==> src/rtl/pipelined_barrel_shifter.sv <==
// rtl/pipelined_barrel_shifter.sv - log2(WIDTH)-stage pipelined barrel shifter (LSL/LSR/ASR/ROR) with carry; optional SHIFTER_BYPASS_EN
module pipelined_barrel_shifter #(
    parameter int WIDTH   = 16,
    parameter int SHAMT_W = $clog2(WIDTH)
) (
    input  logic               clk,
    input  logic               reset,
    input  logic               in_valid,
    output logic               in_ready,
    input  logic [WIDTH-1:0]   in_data,
    input  logic [SHAMT_W-1:0] in_shamt,
    input  logic [1:0]         in_mode,
    output logic               out_valid,
    input  logic               out_ready,
    output logic [WIDTH-1:0]   out_data,
    output logic               out_carry
);

    localparam int LAST = SHAMT_W - 1;

    // Stage registers: index k holds the result of shift stage k.
    logic [WIDTH-1:0]   q_data  [SHAMT_W];
    logic [SHAMT_W-1:0] q_shamt [SHAMT_W];
    logic [1:0]         q_mode  [SHAMT_W];
    logic               q_carry [SHAMT_W];
    logic               q_valid [SHAMT_W];

    // Next values for each stage register.
    logic [WIDTH-1:0]   n_data  [SHAMT_W];
    logic [SHAMT_W-1:0] n_shamt [SHAMT_W];
    logic [1:0]         n_mode  [SHAMT_W];
    logic               n_carry [SHAMT_W];
    logic               n_valid [SHAMT_W];

    logic advance;
    logic bypass;

    // One stage: optionally shift by amt and replace carry with the last bit moved out.
    // Result is {carry, data}.
    function automatic logic [WIDTH:0] shift_stage(
        input logic [WIDTH-1:0] d,
        input logic [1:0]       m,
        input logic             c,
        input logic             en,
        input int               amt
    );
        logic [WIDTH-1:0] top_out;
        logic [WIDTH-1:0] low_out;
        logic [WIDTH-1:0] r;
        logic             co;
        top_out = d >> (WIDTH - amt);   // bit 0 is d[WIDTH-amt]
        low_out = d >> (amt - 1);       // bit 0 is d[amt-1]
        r  = d;
        co = c;
        if (en) begin
            case (m)
                2'b00: begin
                    r  = d << amt;
                    co = top_out[0];
                end
                2'b01: begin
                    r  = d >> amt;
                    co = low_out[0];
                end
                2'b10: begin
                    r  = WIDTH'($signed(d) >>> amt);
                    co = low_out[0];
                end
                default: begin
                    r  = (d >> amt) | (d << (WIDTH - amt));
                    co = low_out[0];
                end
            endcase
        end
        return {co, r};
    endfunction

    assign advance   = !q_valid[LAST] || out_ready;
    assign in_ready  = advance;
    assign out_valid = q_valid[LAST];
    assign out_data  = q_data[LAST];
    assign out_carry = q_carry[LAST];

`ifdef SHIFTER_BYPASS_EN
    logic pipe_empty;

    // Bypass is only safe when nothing is in flight, so ordering cannot be broken.
    always_comb begin
        pipe_empty = 1'b1;
        for (int k = 0; k < SHAMT_W; k++) begin
            if (q_valid[k]) begin
                pipe_empty = 1'b0;
            end
        end
    end

    assign bypass = in_valid && out_ready && (in_shamt == '0) && pipe_empty;
`else
    assign bypass = 1'b0;
`endif

    // Per-stage datapath: stage 0 takes the input port, later stages the previous register.
    for (genvar k = 0; k < SHAMT_W; k++) begin : g_stage
        localparam int AMT = 1 << k;

        logic [WIDTH-1:0]   sd;
        logic [SHAMT_W-1:0] ss;
        logic [1:0]         sm;
        logic               sc;
        logic               sv;
        logic [WIDTH:0]     res;

        if (k == 0) begin : g_src_in
            assign sd = in_data;
            assign ss = in_shamt;
            assign sm = in_mode;
            assign sc = 1'b0;
            assign sv = in_valid && !bypass;
        end else begin : g_src_reg
            assign sd = q_data[k-1];
            assign ss = q_shamt[k-1];
            assign sm = q_mode[k-1];
            assign sc = q_carry[k-1];
            assign sv = q_valid[k-1];
        end

        assign res = shift_stage(sd, sm, sc, ss[k], AMT);

        if (k == LAST) begin : g_last
            assign n_data[k]  = bypass ? in_data  : res[WIDTH-1:0];
            assign n_carry[k] = bypass ? 1'b0     : res[WIDTH];
            assign n_shamt[k] = bypass ? in_shamt : ss;
            assign n_mode[k]  = bypass ? in_mode  : sm;
            assign n_valid[k] = bypass || sv;
        end else begin : g_mid
            assign n_data[k]  = res[WIDTH-1:0];
            assign n_carry[k] = res[WIDTH];
            assign n_shamt[k] = ss;
            assign n_mode[k]  = sm;
            assign n_valid[k] = sv;
        end
    end

    // Whole pipeline moves together on advance; reset flushes every stage.
    always_ff @(posedge clk) begin
        if (reset) begin
            for (int k = 0; k < SHAMT_W; k++) begin
                q_data[k]  <= '0;
                q_shamt[k] <= '0;
                q_mode[k]  <= '0;
                q_carry[k] <= 1'b0;
                q_valid[k] <= 1'b0;
            end
        end else if (advance) begin
            for (int k = 0; k < SHAMT_W; k++) begin
                q_data[k]  <= n_data[k];
                q_shamt[k] <= n_shamt[k];
                q_mode[k]  <= n_mode[k];
                q_carry[k] <= n_carry[k];
                q_valid[k] <= n_valid[k];
            end
        end
    end

endmodule

==> config.mk <==
export PLATFORM = sky130hd
export DESIGN_NAME = pipelined_barrel_shifter
export DESIGN_NICKNAME = d
export VERILOG_FILES = /design/src/rtl/pipelined_barrel_shifter.sv
export SDC_FILE = /design/constraint.sdc
export NUM_CORES = 1
export LEC_CHECK = 0
export CORE_ASPECT_RATIO = 0.6
export CORE_MARGIN = 1.5
export CORE_UTILIZATION = 55
export CTS_BUF_LIST = sky130_fd_sc_hd__clkbuf_4 sky130_fd_sc_hd__clkbuf_8
export DETAILED_ROUTE_END_ITERATION = 6
export GPL_TIMING_DRIVEN = 0
export PLACE_DENSITY = 0.79
export SKIP_LAST_GASP = 1
export SLEW_MARGIN = 20
export SYNTH_ARGS = -nofsm -noshare
export SYNTH_HDL_FRONTEND = slang
export SYNTH_SLANG_ARGS = --single-unit
export TNS_END_PERCENT = 100
==> constraint.sdc <==
create_clock -name clk -period 4.75 [get_ports clk]
set_clock_uncertainty 0.2 [all_clocks]
set_input_delay 0.7125 -clock clk [delete_from_list [all_inputs] [get_ports clk]]
set_output_delay 0.7125 -clock clk [all_outputs]
set_load 0.1 [all_outputs]
==> run_results.csv <==
group,metric,value,unit
finish,syn2layout_area_growth,17.6,%
yosys,ys_ff_latch,84,
timing,setup_viol,0,
global_route,track_usage,26.5,%
yosys,synthDistinctLibCells,34,
yosys,syn-num-nets,421,
timing,slew_violations,0,
yosys,postSynth.asyncResetShare,0,%
finish,n_antenna_cell,0,
timing,rsz0062_at_grt,"false",
detailed_routing,viasPerCell,6.22,
global_route,grt_max_degree,46,
timing,worstMarginPinSlew,0.976,ns
detailed_routing,avgRoutedWirePerCell,18.6,µm
worst_setup_path,critPathKind,"in -> out",
yosys,syn_avg_cell_area,10.8,µm²
floorplanning,rows,24,
floorplanning,start_util,57.9,%
detailed_routing,wl,10400,µm
cts,cts_hold_buffers,0,
detailed_routing,firstDrtPassIters,6,
detailed_routing,drc_errors,0,
yosys,yosysWarnings,0,
worst_setup_path,critPathRequiredTime,3.84,ns
cts,clock_path_buffers,2,
global_route,antenna_found_initial,0,
floorplanning,die_h,71.3,µm
yosys,synth-main-ff-cell,"edfxtp_1",
global_route,grt_pass1_vias,3184,
power_and_ir_drop,p_leak,0.00186,µW
cts,clkTransAtPathRegs,0.07,ns
timing,fin_crit,3.76,ns
cts,cts.repair.resized,0,
yosys,synth-edff-count,84,
global_route,grt_pass1_wl,16300,µm
placed_design,post-place-cells,544,
cts,insertion_delay,0.36,ns
floorplanning,die_w,117,µm
power_and_ir_drop,peakVddDrop,0.000186,V
timing,hold_viol_final,0,
cts,cts_sinks,84,
floorplanning,core,7390,µm²
worst_setup_path,cp-startpoint,"out_ready",
placed_design,placedInstanceArea,4870,µm²
detailed_routing,drt_iter0_drc,491,
min_path,hold_class,"reg -> reg",
yosys,syn_inst,395,
placed_design,portBuffers,44,
timing,tns,0,ns
worst_setup_path,cp-end-kind,"output pin",
cts,cts_inserted_buffers,9,
worst_setup_path,arrival,2.85,ns
timing,slew_headroom,34.7,%
floorplanning,io_pins,45,
finish,drive_gt1_share,11.4,%
finish,fin_cells,559,
status,status,"completed",
detailed_routing,ant_nets,0,
cts,cts_tree,"done",
worst_setup_path,startpoint_type,"input pin",
placed_design,place_hpwl,7610,µm
detailed_routing,vias,3478,
yosys,seq_area_frac_synth,59.0,%
worst_setup_path,r2r_start,"q_valid[0][3]",
cts,cts_setup_buffers,0,
worst_setup_path,crit_fanout,10,
cts,root_buffer,"clkbuf_8",
cts,htreeDepth,3,
finish,fin_nets,477,
timing,finalCritPeriodShare,79.2,%
yosys,netlist_area,4280,µm²
min_path,min_from,"q_shamt[0][7]",
floorplanning,die-area,8330,µm²
finish,fin_area,5030,µm²
run,max_cap_viol_count,0,
power_and_ir_drop,p_per_area,326,nW/µm²
timing,fmax,0.266,GHz
placed_design,finalWeightedCongestion,0.928,
global_route,overflow,0,
==> layout make-up <==
class | instances | area [µm²]
Clock buffer | 9 | 124
Tap cell | 104 | 130
Sequential cell | 84 | 2520
Buffer | 31 | 200
Multi-Input combinational cell | 277 | 1550
Inverter | 3 | 11.3
Clock inverter | 6 | 32.5
Timing Repair Buffer | 45 | 460
Fill cell | 612 | 2360
==> cells in the final DEF (no fill, tap or decap), types with 2 or more instances in the layout <==
cell and count:
edfxtp_1 84, clkbuf_1 11, clkinv_1 3, nor2b_1 2, buf_12 2, buf_6 3
nand3_1 9, o21ai_0 7, buf_4 5, and3_1 15, a311oi_1 33, or2_1 2
clkdlybuf4s50_1 44, mux2_2 2, clkbuf_8 10, clkinvlp_4 2, clkinv_2 2, and3_2 2
and2_1 4, nand2b_1 7, a211oi_1 9, a311oi_2 8, a22oi_1 10, a21oi_1 10
nand2_1 88, nor2_1 60, buf_2 9, inv_1 2
==> per-stage QoR <==
step / hold WS, ns / setup WS, ns / power, µW / utilization (%)
2_1_floorplan: 0.328 / 0.751 / 1120 / -
3_3_place_gp: 0.330 / -0.316 / 1210 / 65.6
3_5_place_dp: 0.343 / 0.994 / 1220 / 66.0
4_1_cts: 0.362 / 0.984 / 1640 / 68.1
5_1_grt: 0.372 / 0.940 / 1690 / 68.1
6_report: 0.362 / 0.988 / 1640 / 68.1
==> where the power goes <==
group / leakage [µW] / switching (µW) / internal [µW]
combinational: 0.000786 / 193 / 99.6
clock: 0.0000760 / 252 / 181
sequential: 0.000996 / 39.8 / 873
==> synthesized netlist by cell type, drive strengths merged (2+ instances only) <==
cell type	number	area share, %
o21ai	7	0.82
inv	2	0.18
nand2b	8	1.2
nor2b	2	0.29
nand2	88	7.7
nor2	62	5.7
a211oi	9	1.6
edfxtp	84	59
a21oi	11	1.4
nand3	9	1.1
or2	3	0.44
a311oi	41	9.6
buf	18	3.2
a22oi	10	1.8
clkbuf	12	1.3
and2	4	0.59
and3	17	2.5
mux2	2	0.53
==> flip-flops by register name (all words and copies together) (netlist names) <==
| name | count |
|---|---|
| q_carry | 4 |
| q_valid | 4 |
| q_mode | 6 |
| q_data | 64 |
| q_shamt | 6 |
==> logic make-up after synthesis <==
family                 count (synthesis)  share of synthesized area, %
AND/OR/NAND/NOR                      194                          19.7
flip-flops                            84                          59.0
AO/OA/AOI/OAI                         80                          15.5
buffers and inverters                 34                          4.94
multiplexers                           2                         0.527
XOR/XNOR                               1                         0.380
==> worst paths after layout <==
check / endpoint / slack, ns / cells after the start
max: in_ready / 0.99 / 4
min: q_shamt[0][11] / 0.36 / 1
max reg2reg: q_data[0][53] / 2.43 / 4
min reg2reg: q_shamt[0][11] / 0.36 / 1
==> worst max-delay path, stage by stage <==
cell,delay [ns]
clkdlybuf4s50_1,0.45
nand2b_1,0.14
clkbuf_1,0.33
clkdlybuf4s50_1,1.21
==> layer usage <==
metal / vias up / track usage [%] / part of all wire [%]
li1: 1572 / - / -
met1: 1704 / 41.3 / 46
met2: 184 / 37.0 / 42
met3: 18 / 6.85 / 11
met4: 0 / 7.10 / 1.3
met5: - / 0 / 0
Note: power is estimated with default switching activity, not from simulation.
==> edit 1: new RTL, config.mk and constraints unchanged <==
`WIDTH`: 16 -> 8.
--- a/src/rtl/pipelined_barrel_shifter.sv
+++ b/src/rtl/pipelined_barrel_shifter.sv
@@ -1,6 +1,6 @@
 // rtl/pipelined_barrel_shifter.sv - log2(WIDTH)-stage pipelined barrel shifter (LSL/LSR/ASR/ROR) with carry; optional SHIFTER_BYPASS_EN
 module pipelined_barrel_shifter #(
-    parameter int WIDTH   = 16,
+    parameter int WIDTH   = 8,
     parameter int SHAMT_W = $clog2(WIDTH)
 ) (
     input  logic               clk,
Interface: changed (resized in_data, in_shamt and out_data); port bits go from 45 to 28. The function was not compared with the original's and may differ.
==> edit 1 against the original RTL <==
  * Power shrank 53%
  * Sequential cell count is 47 lower
  * Worst setup slack improved by 0.0047 ns
  * Highest routed layer is now met3
  * Cell area is 54% lower
  * Critical path depth unchanged
  * Critical path type unchanged
  * Area after synthesis is 57% lower
  * Wire length is 68% lower
  * Largest cell class unchanged
==> edit 1: results (changes against the original RTL) <==
Net Count, Synth 187 (-56%); Slew headroom 35.6% (+0.90 points); RePlAce Congestion 0.822 (-11%); met1 Use GR 22.7% (-19 points); DP Worst Slack 1.00 ns (+0.00793 ns); CTS H-tree lvls 2 (-1); Synth area leaders edfxtp_1 (60%), nand2_1 (6.7%), a311oi_1 (5.2%), nor2_1 (3.4%), and3_1 (3.4%); Yosys warning count 0 (unchanged); Detail Placement HPWL 2470 um (-67%); grt total ovfl 0 (unchanged); clock buffer depth 2 (unchanged); share of cells above drive strength 1 12.1% (+0.71 points); I/O Buffers 27 (-39%); Flop pwr share 52.6% (-3.1 points); Fill cells 242 (-60%); largest stage delay on the critical path 1.20 ns; synth unique cells 33 (-2.9%); vias per inst 5.71 (-8.2%); largest net degree at the start of global routing 23 (-50%); Leak 0.887 nW (-52%); Peak VDD IR 163 uV (-13%); pwr dens 335 nW/um2 (+2.7%); Largest regs q_data x24, q_mode x4; Post-CTS Setup Inserts 0 (unchanged); register area share after synthesis 59.9% (+0.94 points); via count 1433 (-59%); Cell Count Post-Placement 243 (-55%); Num CTS Buffers 5 (-4); drt pass-1 iters 4 (-2); gr usage total 19.4% (-7.2 points); CP top delay family buffers and inverters; most frequent cells after synthesis edfxtp_1 (37), nand2_1 (33), nor2_1 (17), a311oi_1 (11), and3_1 (10); status complete, no violations; Nets 222 (-53%); Crit Path Max Fanout 10 (unchanged); worst skew pair latency 0.28 ns (-0.08 ns); initial antenna violation count 0 (unchanged); Int Power 549 uW (-52%); post-synthesis cell count 170 (-57%); first-pass GRT wire length 5220 um (-68%); vias in the first global route 1188 (-63%); Clk pwr share 27.4% (+0.9 points); CP Data Arrival Time 2.84 ns (about the same); met3 usage 5.71% (-1.1 points); Post-synth EDFFs 37 (-56%); Async SR Flop Fraction 0% (unchanged); Antenna diodes 0 (unchanged); met2 Usage GRT 34.4% (-2.5 points); Wirelength per Cell 13.4 um (-28%); DRT iter0 DRCs 51 (-90%); Post-DP Area 2210 um2 (-55%); root buffer cell clkbuf_8
==> edit 1: cell count changes in the layout (fill, tap and decap cells not counted), moves of 6 or more <==
| cell | before | now |
|---|---|---|
| clkdlybuf4s50_1 | 44 | 27 |
| nand2_1 | 88 | 33 |
| a311oi_2 | 8 | 0 |
| edfxtp_1 | 84 | 37 |
| a22oi_1 | 10 | 2 |
| o21ai_0 | 7 | 0 |
| clkbuf_1 | 11 | 2 |
| a311oi_1 | 33 | 11 |
| nor2_1 | 60 | 17 |
| buf_2 | 9 | 3 |
==> edit 1: worst paths after layout <==
| kind | start | slack (ns) | endpoint | depth (start not counted) |
|---|---|---|---|---|
| worst max-delay path | out_ready | 0.99 | in_ready | 4 |
| worst min-delay path | q_valid[0][0] | 0.36 | q_valid[0][1] | 1 |
| worst max register to register | q_valid[0][2] | 3.07 | q_data[0][19] | 3 |
| worst min register to register | q_valid[0][0] | 0.36 | q_valid[0][1] | 1 |
==> edit 1: layout make-up <==
type                    instances  area, um2  share of cell area [%]
clock buffers                   6       76.3                    3.32
clock inverters                 2       10.0                   0.436
repair buffers                 28        298                    13.0
multi-input cells             119        663                    28.9
plain buffers                  11       71.3                    3.10
flip-flops and latches         37       1110                    48.4
inverters                       3       11.3                   0.490
well taps                      45       56.3                    2.45
==> edit 1: logic make-up (layout without fill, tap and decap cells) <==
group,Yosys count,after routing,share of synthesized area [%]
AOI/OAI and AO/OA,32,32,12.4
xor gates and xnor gates,1,1,0.472
and+or+nand+nor,83,83,21.0
buffers and inverters,14,50,4.45
muxes,3,3,1.75
DFF,37,37,59.9
==> edit 1: per-layer routing <==
| metal | vias up | part of all wire, % |
|---|---|---|
| met5 | - | 0 |
| met4 | 0 | 0 |
| met3 | 0 | 6.1 |
| met2 | 57 | 50 |
| met1 | 679 | 44 |
| li1 | 697 | - |
==> edit 2: new RTL, same flow settings <==
Made on the original files. Register the input `in_mode` before use. The logic sees it one clock later. The other inputs are not delayed to match.
--- a/src/rtl/pipelined_barrel_shifter.sv
+++ b/src/rtl/pipelined_barrel_shifter.sv
@@ -17,6 +17,12 @@
 );
 
     localparam int LAST = SHAMT_W - 1;
+
+    logic [1:0] in_mode_q;
+
+    always_ff @(posedge clk) begin
+        in_mode_q <= in_mode;
+    end
 
     // Stage registers: index k holds the result of shift stage k.
     logic [WIDTH-1:0]   q_data  [SHAMT_W];
@@ -113,7 +119,7 @@
         if (k == 0) begin : g_src_in
             assign sd = in_data;
             assign ss = in_shamt;
-            assign sm = in_mode;
+            assign sm = in_mode_q;
             assign sc = 1'b0;
             assign sv = in_valid && !bypass;
         end else begin : g_src_reg
@@ -130,7 +136,7 @@
             assign n_data[k]  = bypass ? in_data  : res[WIDTH-1:0];
             assign n_carry[k] = bypass ? 1'b0     : res[WIDTH];
             assign n_shamt[k] = bypass ? in_shamt : ss;
-            assign n_mode[k]  = bypass ? in_mode  : sm;
+            assign n_mode[k]  = bypass ? in_mode_q : sm;
             assign n_valid[k] = bypass || sv;
         end else begin : g_mid
             assign n_data[k]  = res[WIDTH-1:0];
Behaviour: not the same (a bounded check fails within 10 cycles, from zero or initial values).
==> edit 2 against the original RTL <==
  * Power increased by 2.1%
  * Critical path depth is the same
  * Cell area up 4.4%
  * Sequential cell count increased by 2
  * First-iteration DRC count up 18%
  * Area after synthesis up 5.1%
  * Worst setup slack improved by 0.045 ns
  * Wire length grew 3.9%
  * Critical path type unchanged
==> edit 2: results (changes against the original RTL) <==
DRT iter0 DRCs 579 (+18%); CP Data Arrival Time 2.80 ns (-0.05 ns); gr usage total 26.8% (+0.33 points); clock buffer depth 2 (unchanged); Final Non-Filler Cells 574 (+2.7%); Post-DP Area 5100 um2 (+4.6%); Antenna diodes 0 (unchanged); Net Count, Synth 433 (+2.9%); RePlAce Congestion 0.901 (-2.9%); Async SR Flop Fraction 0% (unchanged); vias in the first global route 3178 (-0.19%); DP Worst Slack 1.06 ns (+0.0620 ns); Peak VDD IR 201 uV (+7.9%); Wirelength per Cell 18.8 um (+1.2%); Cell Count Post-Placement 560 (+2.9%); Leak 1.94 nW (+4.2%); Post-synth EDFFs 84 (unchanged); Syn Area/Cell 11.0 um2 (+2.0%); Num CTS Buffers 9 (unchanged); initial antenna violation count 0 (unchanged); most frequent cells after synthesis edfxtp_1 (84), nand2_1 (80), nor2_1 (59), a311oi_2 (22), a311oi_1 (19); post-CTS sizing 0 (unchanged); register area share after synthesis 57.0% (-2.0 points); Worst-path clk slew 0.07 ns (about the same); Nets 489 (+2.5%); largest net degree at the start of global routing 47 (+2.2%); root buffer cell clkbuf_8; Post-CTS Setup Inserts 0 (unchanged); I/O Buffers 44 (unchanged); drt pass-1 iters 6 (unchanged); vias per inst 6.09 (-2.1%); worst skew pair latency 0.37 ns; Crit Path Max Fanout 10 (unchanged); Worst Tran Pin Value 0.972 ns (-0.00342 ns); CTS H-tree lvls 3 (unchanged); share of cells above drive strength 1 16.5% (+5.1 points); Detail Placement HPWL 7850 um (+3.2%); Largest regs q_data x64, q_mode x6, q_shamt x6; Yosys warning count 0 (unchanged); Fill cells 615 (+0.49%); worst hold path class reg -> reg; first-pass GRT wire length 17200 um (+5.6%); synth unique cells 37 (+8.8%); status complete, no violations; Synth area leaders edfxtp_1 (56%), a311oi_2 (7.3%), nand2_1 (6.7%), nor2_1 (4.9%), a311oi_1 (3.7%)
==> edit 2: cell count changes in the layout (fill, tap and decap cells not counted), moves of 8 or more <==
cell      delta
a22oi_1      -8
a311oi_1    -14
nor2b_1      +8
nand2_2      +8
nand2_1      -8
a311oi_2    +14
==> edit 2: stage by stage <==
stage          hold WS [ns]  utilization, %
3_5_place_dp          0.342            64.7
2_1_floorplan         0.328               -
6_report              0.356            66.6
3_3_place_gp          0.333            64.3
5_1_grt               0.378            66.6
4_1_cts               0.360            66.6
==> edit 2: kinds of logic (layout without fill, tap and decap cells) <==
family	after synthesis	count (layout)	synth area share, %
flops	86	86	57.0
buf+inv	35	94	4.65
mux	2	2	0.501
xor+xnor	1	1	0.362
simple gates	204	204	20.6
compound gates	79	79	16.9
==> edit 2: layer usage <==
metal | GRT usage, % | up-vias | wire [um]
met4 | 5.16 | 0 | 98
met5 | 0 | - | 0
met3 | 7.19 | 12 | 1060
met1 | 42.5 | 1706 | 5290
li1 | - | 1598 | -
met2 | 37.0 | 181 | 4340
==> edit 2: final timing paths <==
| kind | to | depth (start not counted) | slack (ns) | start |
|---|---|---|---|---|
| max reg2reg | q_data[0][36] | 4 | 2.48 | q_valid[0][3] |
| min | q_shamt[0][11] | 1 | 0.36 | q_shamt[0][7] |
| max | in_ready | 4 | 1.03 | out_ready |
| min reg2reg | q_shamt[0][11] | 1 | 0.36 | q_shamt[0][7] |
==> edit 2: final cells by class <==
type                    count  area (um2)  share of cell area (%)
flip-flops and latches     86        2560                    48.8
well taps                 108         135                    2.57
inverters                   2        7.51                   0.143
plain buffers              33         201                    3.84
clock inverters             3        13.8                   0.262
clock buffers              11         139                    2.64
multi-input cells         286        1730                    33.0
repair buffers             45         460                    8.77
==> edit 2: critical path: stages <==
cell and delay, ns:
clkdlybuf4s50_1 0.44, nand2b_1 0.13, clkbuf_1 0.31, clkdlybuf4s50_1 1.21
==> edit 2: report_power, final <==
group / total [mW] / internal [mW] / leakage (nW) / switching, mW
Combinational: 0.310 / 0.106 / 0.841 / 0.204
Sequential: 0.935 / 0.891 / 1.01 / 0.0443
Clock: 0.428 / 0.192 / 0.0833 / 0.236
Total: 1.67 / 1.19 / 1.94 / 0.484
